<file path="config.mk">
export PLATFORM = sky130hd
export DESIGN_NAME = ps2_mouse_packet_ctrl_flat
export DESIGN_NICKNAME = d
export VERILOG_FILES = /design/src/rtl/ps2_mouse_packet_ctrl_if.sv /design/src/rtl/ps2_mouse_packet_ctrl.sv /design/src/flat_wrapper.sv
export SDC_FILE = /design/constraint.sdc
export NUM_CORES = 1
export LEC_CHECK = 0
export CAP_MARGIN = 20
export CORE_MARGIN = 2
export CORE_UTILIZATION = 45
export CTS_CLUSTER_DIAMETER = 200
export DETAILED_ROUTE_END_ITERATION = 16
export GPL_TIMING_DRIVEN = 0
export MAX_ROUTING_LAYER = met4
export PLACE_DENSITY = 0.65
export SETUP_SLACK_MARGIN = 0.15
export SLEW_MARGIN = 10
export SYNTH_ARGS = -nofsm -noshare
export SYNTH_HDL_FRONTEND = slang
export SYNTH_SLANG_ARGS = --single-unit
</file>
<file path="constraint.sdc">
create_clock -name clk -period 5.1 [get_ports clk]
set_clock_uncertainty 0.1 [all_clocks]
set_input_delay 1.02 -clock clk [delete_from_list [all_inputs] [get_ports clk]]
set_output_delay 1.02 -clock clk [all_outputs]
set_load 0.01 [all_outputs]
</file>
<file path="src/rtl/ps2_mouse_packet_ctrl_if.sv">
// rtl/ps2_mouse_packet_ctrl_if.sv - framed-byte bus from the PS/2 byte receiver
interface ps2_mouse_packet_ctrl_if;
  logic       byte_valid;
  logic [7:0] byte_data;
  logic       frame_err;

  modport master (output byte_valid, output byte_data, output frame_err);
  modport slave  (input  byte_valid, input  byte_data, input  frame_err);
endinterface

</file>
<file path="src/rtl/ps2_mouse_packet_ctrl.sv">
// rtl/ps2_mouse_packet_ctrl.sv - PS/2 mouse packet sequencer with clamped cursor
// Optional 4-byte wheel packets with PS2_MOUSE_WHEEL_EN.
module ps2_mouse_packet_ctrl #(
  parameter int H_MAX          = 639,
  parameter int V_MAX          = 479,
  parameter int X_INIT         = 320,
  parameter int Y_INIT         = 240,
  parameter int TIMEOUT_CYCLES = 200000
) (
  input  logic                    clk,
  input  logic                    rst,
  ps2_mouse_packet_ctrl_if.slave  rx,
  output logic [9:0]              mouse_x,
  output logic [9:0]              mouse_y,
  output logic                    left_click,
  output logic                    right_click,
  output logic                    middle_click,
  output logic                    pkt_valid,
  output logic                    sync_err,
  output logic [3:0]              wheel_z
);

  localparam int CW = $clog2(TIMEOUT_CYCLES + 1);
  localparam logic [CW-1:0] CNT_LAST = CW'(TIMEOUT_CYCLES - 1);

  localparam logic [1:0] WAIT_B0 = 2'd0;
  localparam logic [1:0] WAIT_B1 = 2'd1;
  localparam logic [1:0] WAIT_B2 = 2'd2;
`ifdef PS2_MOUSE_WHEEL_EN
  localparam logic [1:0] WAIT_B3 = 2'd3;
`endif

  logic [1:0]    state_q, state_d;
  // hdr_q = {y_ovf, x_ovf, y_sign, x_sign, middle, right, left}
  logic [6:0]    hdr_q, hdr_d;
  logic [7:0]    xb_q, xb_d;
  logic [CW-1:0] cnt_q, cnt_d;
  logic [9:0]    x_q, x_d, y_q, y_d;
  logic [2:0]    btn_q, btn_d;
  logic          pkt_q, pkt_d, err_q, err_d;
`ifdef PS2_MOUSE_WHEEL_EN
  logic [7:0]    yb_q, yb_d;
  logic [3:0]    wz_q, wz_d;
`endif

  logic [7:0]        y_byte;
  logic signed [11:0] dx, dy, x_sum, y_sum;
  logic [9:0]        x_apply, y_apply;

  always_comb begin
`ifdef PS2_MOUSE_WHEEL_EN
    y_byte = yb_q;
`else
    y_byte = rx.byte_data;
`endif
    dx    = $signed({{4{hdr_q[3]}}, xb_q});
    dy    = $signed({{4{hdr_q[4]}}, y_byte});
    x_sum = $signed({2'b00, x_q}) + dx;
    // Device +Y is up, screen Y grows downward.
    y_sum = $signed({2'b00, y_q}) - dy;

    if (hdr_q[5])                           x_apply = x_q;
    else if (x_sum[11])                     x_apply = 10'd0;
    else if (x_sum[10:0] > 11'(H_MAX))      x_apply = 10'(H_MAX);
    else                                    x_apply = x_sum[9:0];

    if (hdr_q[6])                           y_apply = y_q;
    else if (y_sum[11])                     y_apply = 10'd0;
    else if (y_sum[10:0] > 11'(V_MAX))      y_apply = 10'(V_MAX);
    else                                    y_apply = y_sum[9:0];
  end

  always_comb begin
    state_d = state_q;
    hdr_d   = hdr_q;
    xb_d    = xb_q;
    cnt_d   = cnt_q;
    x_d     = x_q;
    y_d     = y_q;
    btn_d   = btn_q;
    pkt_d   = 1'b0;
    err_d   = 1'b0;
`ifdef PS2_MOUSE_WHEEL_EN
    yb_d    = yb_q;
    wz_d    = wz_q;
`endif

    if (rx.frame_err) begin
      state_d = WAIT_B0;
      cnt_d   = '0;
      err_d   = 1'b1;
    end else if (rx.byte_valid) begin
      cnt_d = '0;
      case (state_q)
        WAIT_B0: begin
          if (rx.byte_data[3]) begin
            hdr_d   = {rx.byte_data[7:4], rx.byte_data[2:0]};
            state_d = WAIT_B1;
          end else begin
            err_d = 1'b1;
          end
        end
        WAIT_B1: begin
          xb_d    = rx.byte_data;
          state_d = WAIT_B2;
        end
`ifdef PS2_MOUSE_WHEEL_EN
        WAIT_B2: begin
          yb_d    = rx.byte_data;
          state_d = WAIT_B3;
        end
        WAIT_B3: begin
          x_d     = x_apply;
          y_d     = y_apply;
          btn_d   = hdr_q[2:0];
          wz_d    = rx.byte_data[3:0];
          pkt_d   = 1'b1;
          state_d = WAIT_B0;
        end
`else
        WAIT_B2: begin
          x_d     = x_apply;
          y_d     = y_apply;
          btn_d   = hdr_q[2:0];
          pkt_d   = 1'b1;
          state_d = WAIT_B0;
        end
`endif
        default: state_d = WAIT_B0;
      endcase
    end else if (state_q != WAIT_B0) begin
      // Idle gap inside a packet: the last allowed idle cycle aborts.
      if (cnt_q == CNT_LAST) begin
        state_d = WAIT_B0;
        cnt_d   = '0;
        err_d   = 1'b1;
      end else begin
        cnt_d = cnt_q + CW'(1);
      end
    end
  end

  always_ff @(posedge clk) begin
    if (rst) begin
      state_q <= WAIT_B0;
      hdr_q   <= '0;
      xb_q    <= '0;
      cnt_q   <= '0;
      x_q     <= 10'(X_INIT);
      y_q     <= 10'(Y_INIT);
      btn_q   <= '0;
      pkt_q   <= 1'b0;
      err_q   <= 1'b0;
`ifdef PS2_MOUSE_WHEEL_EN
      yb_q    <= '0;
      wz_q    <= '0;
`endif
    end else begin
      state_q <= state_d;
      hdr_q   <= hdr_d;
      xb_q    <= xb_d;
      cnt_q   <= cnt_d;
      x_q     <= x_d;
      y_q     <= y_d;
      btn_q   <= btn_d;
      pkt_q   <= pkt_d;
      err_q   <= err_d;
`ifdef PS2_MOUSE_WHEEL_EN
      yb_q    <= yb_d;
      wz_q    <= wz_d;
`endif
    end
  end

  assign mouse_x      = x_q;
  assign mouse_y      = y_q;
  assign left_click   = btn_q[0];
  assign right_click  = btn_q[1];
  assign middle_click = btn_q[2];
  assign pkt_valid    = pkt_q;
  assign sync_err     = err_q;
`ifdef PS2_MOUSE_WHEEL_EN
  assign wheel_z      = wz_q;
`else
  assign wheel_z      = 4'd0;
`endif

endmodule

</file>
<file path="src/flat_wrapper.sv">
// flat-port wrapper written by rule: the top's interface ports become plain ports
module ps2_mouse_packet_ctrl_flat 
#(
  parameter int H_MAX          = 639,
  parameter int V_MAX          = 479,
  parameter int X_INIT         = 320,
  parameter int Y_INIT         = 240,
  parameter int TIMEOUT_CYCLES = 200000
)
  (clk, rst, mouse_x, mouse_y, left_click, right_click, middle_click, pkt_valid, sync_err, wheel_z, rx_byte_valid, rx_byte_data, rx_frame_err);
  ps2_mouse_packet_ctrl_if rx_i ();
  input  logic clk;
  input  logic rst;
  output logic [9:0] mouse_x;
  output logic [9:0] mouse_y;
  output logic left_click;
  output logic right_click;
  output logic middle_click;
  output logic pkt_valid;
  output logic sync_err;
  output logic [3:0] wheel_z;
  input wire logic [$bits(rx_i.byte_valid)-1:0] rx_byte_valid;
  input wire logic [$bits(rx_i.byte_data)-1:0] rx_byte_data;
  input wire logic [$bits(rx_i.frame_err)-1:0] rx_frame_err;
  assign rx_i.byte_valid = rx_byte_valid;
  assign rx_i.byte_data = rx_byte_data;
  assign rx_i.frame_err = rx_frame_err;
  ps2_mouse_packet_ctrl #(.H_MAX(H_MAX), .V_MAX(V_MAX), .X_INIT(X_INIT), .Y_INIT(Y_INIT), .TIMEOUT_CYCLES(TIMEOUT_CYCLES)) u_core (.clk(clk), .rst(rst), .rx(rx_i), .mouse_x(mouse_x), .mouse_y(mouse_y), .left_click(left_click), .right_click(right_click), .middle_click(middle_click), .pkt_valid(pkt_valid), .sync_err(sync_err), .wheel_z(wheel_z));
endmodule
</file>
# Word-level counts from Yosys, hierarchy flattened
# Cells that the tools add are included.
# W data, S select, Z words.
# classes
addsub,3
order_cmp,2
eq_ne,4
n_mux,17
bitwise,4
reduce_logical,13
# op_table
operator,count
$mux W10,4
$add A18 B1 Y18 const B,1
$eq A18 B18 Y1 const B,1
$mux W18,1
$add A11 B9 Y12,1
$reduce_and A4 Y1,3
$sub A11 B9 Y12,1
$gt A11 B10 Y1 const B,1
$gt A11 B9 Y1 const B,1
$reduce_and A3 Y1,3
$mux W2,4
$mux W1,7
$reduce_bool A2 Y1,3
$reduce_or A3 Y1,2
$not A1 Y1,4
$pmux W2 S2,1
$ne A3 B3 Y1 const B,1
$eq A2 B1 Y1 const B,1
$eq A2 B2 Y1 const B,1
$logic_not A2 Y1,1
$reduce_or A2 Y1,1
# totals
regBits,60
inputBits,12
out_inout_bits,29

# Depth between registers and ports, before layout
# Gate-level depths: netlist of run 1.
# depth
word_depth,5
mapped_depth,10

# Least setup slack after synthesis of run 1
# Ideal clock, no wire load.
# synth_path
kind,input-to-reg
from,input rx_byte_data[3]
to,"register u_core.y_q[5], in the netlist u_core.mouse_y[5]"
setup_time_ns,0.058
t_arrival_ns,2.840
required_ns,4.942
slack_ns,2.102
stages,9
path_buffers,0
cell_sequence,inv_1 ha_1 a21o_1 a21oi_1 a21oi_1 nor4b_1 o211ai_1 a41oi_2 a31o_2
# synth_between
elab_chain_len,4
# synth_lines
element,line_no,text
from (decl),flat_wrapper.sv:23,input wire logic [$bits(rx_i.byte_data)-1:0] rx_byte_data;
$sub A11 B9 Y12 *,ps2_mouse_packet_ctrl.sv:60,"y_sum = $signed({2'b00, y_q}) - dy;"
$gt A11 B9 Y1,ps2_mouse_packet_ctrl.sv:69,else if (y_sum[10:0] > 11'(V_MAX)) y_apply = 10'(V_MAX);
$mux W10,ps2_mouse_packet_ctrl.sv:69,
$mux W10 *,ps2_mouse_packet_ctrl.sv:68,else if (y_sum[11]) y_apply = 10'd0;
to (signal assigned),ps2_mouse_packet_ctrl.sv:150,y_q <= 10'(Y_INIT);
to (signal assigned),ps2_mouse_packet_ctrl.sv:164,y_q <= y_d;
to (decl),ps2_mouse_packet_ctrl.sv:38,"logic [9:0] x_q, x_d, y_q, y_d;"
# Every way passes the cells marked *; elsewhere a longest branch is shown, timed or not.
# A chain may end at the register's enable or synchronous reset.

# Worst setup path after layout of run 1
# Ends and elaborated chain as after synthesis.

==> summary.md, run 1 <==
| Metric | Value |
|---|---|
| Reg2Reg Capture Point | u_core.mouse_x[2]$_SDFFE_PP0P_ |
| Synth Area per Inst | 8.19 um2 |
| Hold_buf cts | 0 |
| Core Area | 0.00765 mm2 |
| Final setup fails | 0 |
| Routed wl met2 | 4000 um |
| Starting Density | 0.458 |
| Sequential share of the synthesized area | 0.343 |
| Xor and xnor area share after synthesis | 0.0675 |
| Worst hold path endpoint | u_core.hdr_q[5]$_SDFFE_PP0P_ |
| Clock sinks | 60 |
| WL/cell | 14.2 um |
| Drt drc | 0 |
| Initial antenna violation count | 0 |
| Clock Root Buffer | clkbuf_8 |
| Post-synth EDFFs | 0 |
| Critical Path AT | 3.82 ns |
| Drt total wl | 8280 um |
| Synth Area in Compound Gates | 0.191 |
| TritonCTS clock tree | built |
| Status | finished, final reports clean |
| CP startpoint kind | input port |
| Setup slack, reg-to-reg | 2.07 ns |
| CP Capture Type | register |
| Post-synthesis simple-gate area fraction | 0.226 |
| Die H | 92.3 um |
| Clock period minus worst slack | 3.64 ns |
| Synth-to-Final Area Change | 20.0% |
| CTS clk-pin slew, worst paths | 0.07 ns |
| Hold depth | 2 |
| Port bufs | 36 |
| Syn Inst Count | 428 |
| Unrepaired setup endpoints after global routing | no |
| FFs w/ async S/R, synth | 0 |
| R2R depth | 10 |
| Multiplexer share of the synthesized area | 0.0343 |
| Top layer in use | met4 |
| Number of distinct library cells after synthesis | 56 |
| Vias in the first global route | 2966 |
| Routed via count | 3182 |
| Routed Antenna Nets | 0 |
| Final worst slack | 1.46 ns |
| First-pass GRT wire length | 14100 um |
| FF-to-FF Start | u_core.mouse_x[0]$_SDFFE_PP0P_ |
| Top_reg_cell synth | dfxtp_1 |
| Setup_tns | 0 ns |
| Nets | 515 |
| Post-cts gate resize count | 0 |
| Fin. max-slew vios | 0 |
| CTS Buf Count | 9 |
| Die width | 92.3 um |
| Setup WS pre-CTS | 1.11 ns |
| Placed Cells | 569 |
| Lkg Pwr | 0.00164 uW |
| GRT Overall Usage | 0.213 |
| Worst Hold Launch | u_core.hdr_q[5]$_SDFFE_PP0P_ |
| Setup bufs post-CTS | 0 |
| Yosys reg bits | 60 |
| Slew HR | 0.356 |
| Final Wtd Congestion | 0.848 |
| Initial DRC Count | 127 |
| Worst path required time | 5.28 ns |
| Yosys warns | 0 |
| WL met1 | 3790 um |
| Clk buf depth | 2 |
| Peak VDD IR | 0.000170 V |
| Adder-Cell Fraction of Synth Area | 0.0935 |
| WL met3 | 440 um |
| Post-Syn Area | 0.00350 mm2 |
| Fin crit share | 0.715 |
| Vias per cell | 5.44 |
| Crit path kind | input port to register |
| Post-DP HPWL | 6130 um |
| DR pass1 iterations | 4 |
| Main combinational cell family by area after synthesis | simple AND/OR/NAND/NOR gates |
| Num rows | 32 |
| Worst-path maximum fanout | 6 |
| Max_cap viols | 0 |
| Max Clock Freq | 274 MHz |
| Global route total overflow | 0 |
| Clock network latency to the later pin of the worst-skew pair | 0.34 ns |
| Fin cells | 585 |
| Die area | 0.00851 mm2 |
| Power Dens Cells | 239 mW/mm2 |
| Final Hold Viols | 0 |
| HP Class | register to register |
| Pin count of the biggest net entering global routing | 11 |
| CTS H-Tree Depth | 3 |
| Slew @ Worst Pin | 0.940 ns |
| Share of post-route cells with drive strength above 1 | 0.0600 |
| Num ports | 41 |
| Ant. Diodes | 0 |
worst max-delay path by stage:
stage | start | to | slack [ns] | depth (start not counted)
2_1_floorplan | rx_byte_data[3] | u_core.mouse_y[5]$_SDFFE_PP1P_ | 2.10 | 9
3_3_place_gp | rx_byte_data[3] | u_core.mouse_y[5]$_SDFFE_PP1P_ | 1.16 | 10
3_5_place_dp | rx_byte_data[3] | u_core.mouse_y[5]$_SDFFE_PP1P_ | 1.11 | 10
6_report | rx_byte_data[3] | u_core.mouse_y[5]$_SDFFE_PP1P_ | 1.46 | 10
4_1_cts | rx_byte_data[3] | u_core.mouse_y[5]$_SDFFE_PP1P_ | 1.44 | 10
5_1_grt | rx_byte_data[3] | u_core.mouse_y[2]$_SDFFE_PP0P_ | 1.23 | 10
per-stage QoR:
step	hold slack, ns	instance area [um2]	power (uW)	utilization
after global placement	0.359	4000	578	0.524
after global routing	0.424	4210	1050	0.550
after CTS	0.396	4210	1010	0.550
after floorplan	0.346	3520	549	-
after detailed placement	0.379	4000	579	0.524
final	0.395	4210	1010	0.550
state kept, by name, summed over array words and instances (netlist names):
name              count
u_core.cnt_q         18
u_core.mouse_x       10
u_core.mouse_y       10
u_core.xb_q           8
u_core.hdr_q          7
u_core.btn_q          3
u_core.state_q        2
u_core.pkt_valid      1
u_core.sync_err       1
power breakdown:
part	switching [uW]	internal [uW]	leakage [uW]
logic	56.3	38.5	0.00104
clock network	189	249	0.000109
registers	2.90	472	0.000484
total	248	759	0.00164
critical path: stages:
cell and delay [ns]:
clkdlybuf4s50_1 0.56, inv_1 0.11, ha_1 0.38, a21o_1 0.18, a21oi_1 0.27, a21oi_1 0.17, nor4b_1 0.32, o211ai_1 0.23
a41oi_2 0.38, a31o_2 0.21
layout by cell type (no fill, tap or decap), types with 3 or more instances in the layout:
cell type	count
a311oi_1	3
clkinv_2	4
dfxtp_1	60
nand2b_1	6
a21o_1	7
clkdlybuf4s50_1	36
xnor2_1	14
o21ai_0	13
or3_1	3
nand2_1	43
mux2i_1	12
nor3b_1	3
nor3_1	8
a22oi_1	5
buf_4	4
xor2_1	13
conb_1	4
clkbuf_8	11
inv_1	22
ha_1	23
o2111ai_1	3
and3_1	5
a21oi_1	34
nor2b_1	6
a221oi_1	8
nand4_1	6
and2_1	6
clkbuf_1	9
nor2_1	61
o21a_1	4
nand3_1	8
per-layer routing:
layer  vias up  global-route usage
met1      1497               0.265
met4         0              0.0609
met3         2              0.0485
li1       1605                   -
met5         -                   -
met2        78               0.349
cell families (layout without fill, tap and decap cells):
| kind of cell | after synthesis | after routing |
|---|---|---|
| buf+inv | 37 | 89 |
| fa+ha+maj | 25 | 25 |
| simple gates | 167 | 167 |
| xor+xnor | 27 | 27 |
| mux | 12 | 12 |
| other cells | 1 | 4 |
| flops | 60 | 60 |
| compound gates | 99 | 99 |
cell usage after synthesis (2+ instances only):
cell type	number	area [um2]
nor2_1	61	229
dfxtp_1	60	1200
nand2_1	43	161
a21oi_1	34	170
ha_1	23	288
inv_1	22	82.6
xnor2_1	14	123
o21ai_0	13	65.1
xor2_1	13	114
mux2i_1	12	120
clkbuf_1	9	33.8
a221oi_1	8	70.1
nand3_1	8	40.0
nor3_1	8	40.0
a21o_1	7	52.6
and2_1	6	37.5
nand2b_1	6	37.5
nand4_1	6	37.5
nor2b_1	6	37.5
a22oi_1	5	37.5
and3_1	5	31.3
buf_4	4	30.0
o21a_1	4	30.0
a311oi_1	3	26.3
nor3b_1	3	22.5
o2111ai_1	3	26.3
or3_1	3	18.8
a211oi_1	2	15.0
a21boi_0	2	15.0
a32oi_1	2	17.5
and2_0	2	12.5
buf_2	2	10.0
fa_1	2	40.0
nor4_1	2	12.5
nor4b_1	2	17.5
o21ai_1	2	10.0
o22ai_1	2	12.5
layout make-up:
cell class              count  area [um2]
plain buffers              15        73.8
fillers                   710        3440
clock buffers              11         151
multi-input cells         334        2160
repair buffers             36         360
inverters                  22        82.6
clock inverters             5        50.0
well taps                 102         128
flip-flops and latches     60        1200
No activity file was read; power rests on OpenSTA's default activity.
==> run 2: changes to the inputs <==
--- a/config.mk
+++ b/config.mk
@@ -12,7 +12,7 @@
 export DETAILED_ROUTE_END_ITERATION = 16
 export GPL_TIMING_DRIVEN = 0
 export MAX_ROUTING_LAYER = met4
-export PLACE_DENSITY = 0.65
+export PLACE_DENSITY = 0.68
 export SETUP_SLACK_MARGIN = 0.15
 export SLEW_MARGIN = 10
 export SYNTH_ARGS = -nofsm -noshare
==> constraint.sdc (replaced) <==
create_clock -name clk -period 2.92 [get_ports clk]
set_clock_uncertainty 0.1 [all_clocks]
set_input_delay 0.584 -clock clk [delete_from_list [all_inputs] [get_ports clk]]
set_output_delay 0.584 -clock clk [all_outputs]
set_load 0.01 [all_outputs]
==> run 2 against run 1 <==
Effect of this change: final cell count increased by 1.2%; first-iteration DRC count is 50% higher; worst hold slack worse by 0.0075 ns; sequential share of layout area shrank 1.5 points; via count rose by 2.2%.
==> summary.md, run 2 (synthesis results as in run 1) <==
| Metric | Value |
|---|---|
| Status | finished, final reports clean |
| Critical path buffer and inverter count | 3 |
| Routed via count | 3252 |
| WL/cell | 14.5 um |
| Drt drc | 0 |
| Most frequent cells in the layout | nor2_1, dfxtp_1, nand2_1 |
| TritonCTS clock tree | built |
| Largest register FFs | 18 |
| Crit path kind | input port to register |
| CP startpoint kind | input port |
| Most common cell after layout, fill and taps aside | nor2_1 |
| Num rows | 32 |
| Vias in the first global route | 3054 |
| Power Dens Cells | 398 mW/mm2 |
| Critical-path cell list | clkdlybuf4s50_1, inv_1, ha_2, o2111ai_4, a21oi_2, nor4b_2, o211ai_1, a41oi_2, buf_6, a31o_2 |
| CP peak stage delay | 0.50 ns |
| Multi-input logic area | 0.00234 mm2 |
| Initial antenna violation count | 0 |
| Cell family with most CP delay | compound AO/OA/AOI/OAI gates |
| Die H | 92.3 um |
| Synth-to-Final Area Change | 26.7% |
| Max Clock Freq | 365 MHz |
| Worst-path maximum fanout | 6 |
| Clock period minus worst slack | 2.74 ns |
| HP Class | register to register |
| Clock Root Buffer | clkbuf_8 |
| Initial DRC Count | 191 |
| Pin count of the biggest net entering global routing | 12 |
| Post-DP HPWL | 6190 um |
| Biggest register | u_core.cnt_q |
| Final setup fails | 0 |
| FF-to-FF Start | u_core.mouse_x[0]$_SDFFE_PP0P_ |
| Critical Path AT | 2.88 ns |
| Drt total wl | 8610 um |
| Slew @ Worst Pin | 0.674 ns |
| Worst path required time | 3.06 ns |
| Final worst slack | 0.179 ns |
| Reg2Reg Capture Point | u_core.mouse_x[4]$_SDFFE_PP0P_ |
| Vias per cell | 5.49 |
| Total power | 1770 uW |
| Die width | 92.3 um |
| Clock network latency to the later pin of the worst-skew pair | 0.34 ns |
| CP Capture Type | register |
| Unrepaired setup endpoints after global routing | yes |
| Global route total overflow | 0 |
| Critical path origin | rx_byte_data[4] |
| Die area | 0.00851 mm2 |
| Fin crit share | 0.939 |
| Setup WS pre-CTS | -0.623 ns |
| DR pass1 iterations | 4 |
| Port bufs | 36 |
| Peak VDD IR | 0.000340 V |
| First-pass GRT wire length | 13900 um |
| Crit path to | u_core.mouse_y[5]$_SDFFE_PP1P_ |
| Nets | 522 |
| Core Area | 0.00765 mm2 |
| Clock sinks | 60 |
| CTS H-Tree Depth | 3 |
| Clk buf depth | 2 |
| CTS clk-pin slew, worst paths | 0.07 ns |
| FF+latch area | 0.00120 mm2 |
| Final Hold Viols | 0 |
| R2R depth | 11 |
| Fin. max-slew vios | 0 |
| Routed Antenna Nets | 0 |
| Num ports | 41 |
| Fillcell total | 708 |
| WP depth | 10 |
| Max_cap viols | 0 |
| Starting Density | 0.458 |
| Slew HR | 0.550 |
| Final Wtd Congestion | 0.880 |
| Crit-path slowest cell | clkdlybuf4s50_1 |
| Share of post-route cells with drive strength above 1 | 0.131 |
| Ant. Diodes | 0 |
| Setup slack, reg-to-reg | 0.28 ns |
| GRT Overall Usage | 0.213 |
| CTS Buf Count | 9 |
| Lkg Pwr | 0.00170 uW |
[run 2: cell count changes in the layout (fill, tap and decap cells not counted), moves of 3 or more]
cell | before | now
a21oi_1 | 34 | 29
ha_2 | 0 | 3
clkdlybuf4s50_1 | 36 | 31
buf_4 | 4 | 10
ha_1 | 23 | 16
dlygate4sd2_1 | 0 | 3
a21oi_2 | 1 | 4
ha_4 | 0 | 4
[run 2: worst min path at each step]
| stage | slack [ns] | from | endpoint | cells past startpoint |
|---|---|---|---|---|
| 6_report | 0.39 | u_core.hdr_q[5]$_SDFFE_PP0P_ | u_core.hdr_q[5]$_SDFFE_PP0P_ | 2 |
| 5_1_grt | 0.43 | u_core.cnt_q[12]$_SDFFE_PP0N_ | u_core.cnt_q[12]$_SDFFE_PP0N_ | 2 |
| 2_1_floorplan | 0.35 | u_core.hdr_q[5]$_SDFFE_PP0P_ | u_core.hdr_q[5]$_SDFFE_PP0P_ | 2 |
| 4_1_cts | 0.39 | u_core.hdr_q[5]$_SDFFE_PP0P_ | u_core.hdr_q[5]$_SDFFE_PP0P_ | 2 |
| 3_5_place_dp | 0.38 | u_core.hdr_q[5]$_SDFFE_PP0P_ | u_core.hdr_q[5]$_SDFFE_PP0P_ | 2 |
| 3_3_place_gp | 0.36 | u_core.hdr_q[5]$_SDFFE_PP0P_ | u_core.hdr_q[5]$_SDFFE_PP0P_ | 2 |
[run 2: area by class of cell]
type                            instances  area share
Sequential cell                        60       0.271
Clock inverter                          6      0.0147
Multi-Input combinational cell        334       0.527
Clock buffer                           10      0.0287
Inverter                               22      0.0186
Timing Repair Buffer                   43      0.0941
Buffer                                 15      0.0175
Tap cell                              102      0.0287
[run 2: per-layer routing]
metal	track usage	vias to the layer above	share of wire
li1	-	1619	-
met1	0.257	1564	0.44
met2	0.354	59	0.50
met3	0.0477	10	0.042
met4	0.0697	0	0.014
met5	-	-	0
[run 2: per-stage QoR]
step / cells / TNS [ns] / hold WS (ns) / instance area (um2) / util
final: 592 / 0 / 0.387 / 4440 / 0.580
after global routing: 592 / 0 / 0.428 / 4440 / 0.580
after CTS: 589 / 0 / 0.392 / 4290 / 0.560
after detailed placement: 569 / -5.66 / 0.376 / 4000 / 0.524
after global placement: 569 / -5.33 / 0.358 / 4000 / 0.524
after floorplan: 431 / 0 / 0.346 / 3520 / -
[run 2: report_power, final]
part	internal [uW]	leakage (uW)	switching (uW)	total, uW
logic	81.5	0.00112	109	191
registers	824	0.000485	5.11	829
clock network	394	0.0000962	355	749
total	1300	0.00170	469	1770
[run 2: worst register-to-register path: cells and delay by family, from the launching register on]
kind / cells / cell delay (ns)
flops: 1 / 0.35
simple gates: 1 / 0.24
buf+inv: 2 / 0.22
fa+ha+maj: 2 / 0.54
xor+xnor: 1 / 0.16
compound gates: 5 / 0.88
[run 2: timing repair]
| item | in CTS | in global routing |
|---|---|---|
| endpoints found under the setup margin | 19 | 19 |
| pin swaps | 4 | 6 |
| setup buffers | 4 | 3 |
| resized for setup | 13 | 32 |
| hold buffers | 0 | 0 |
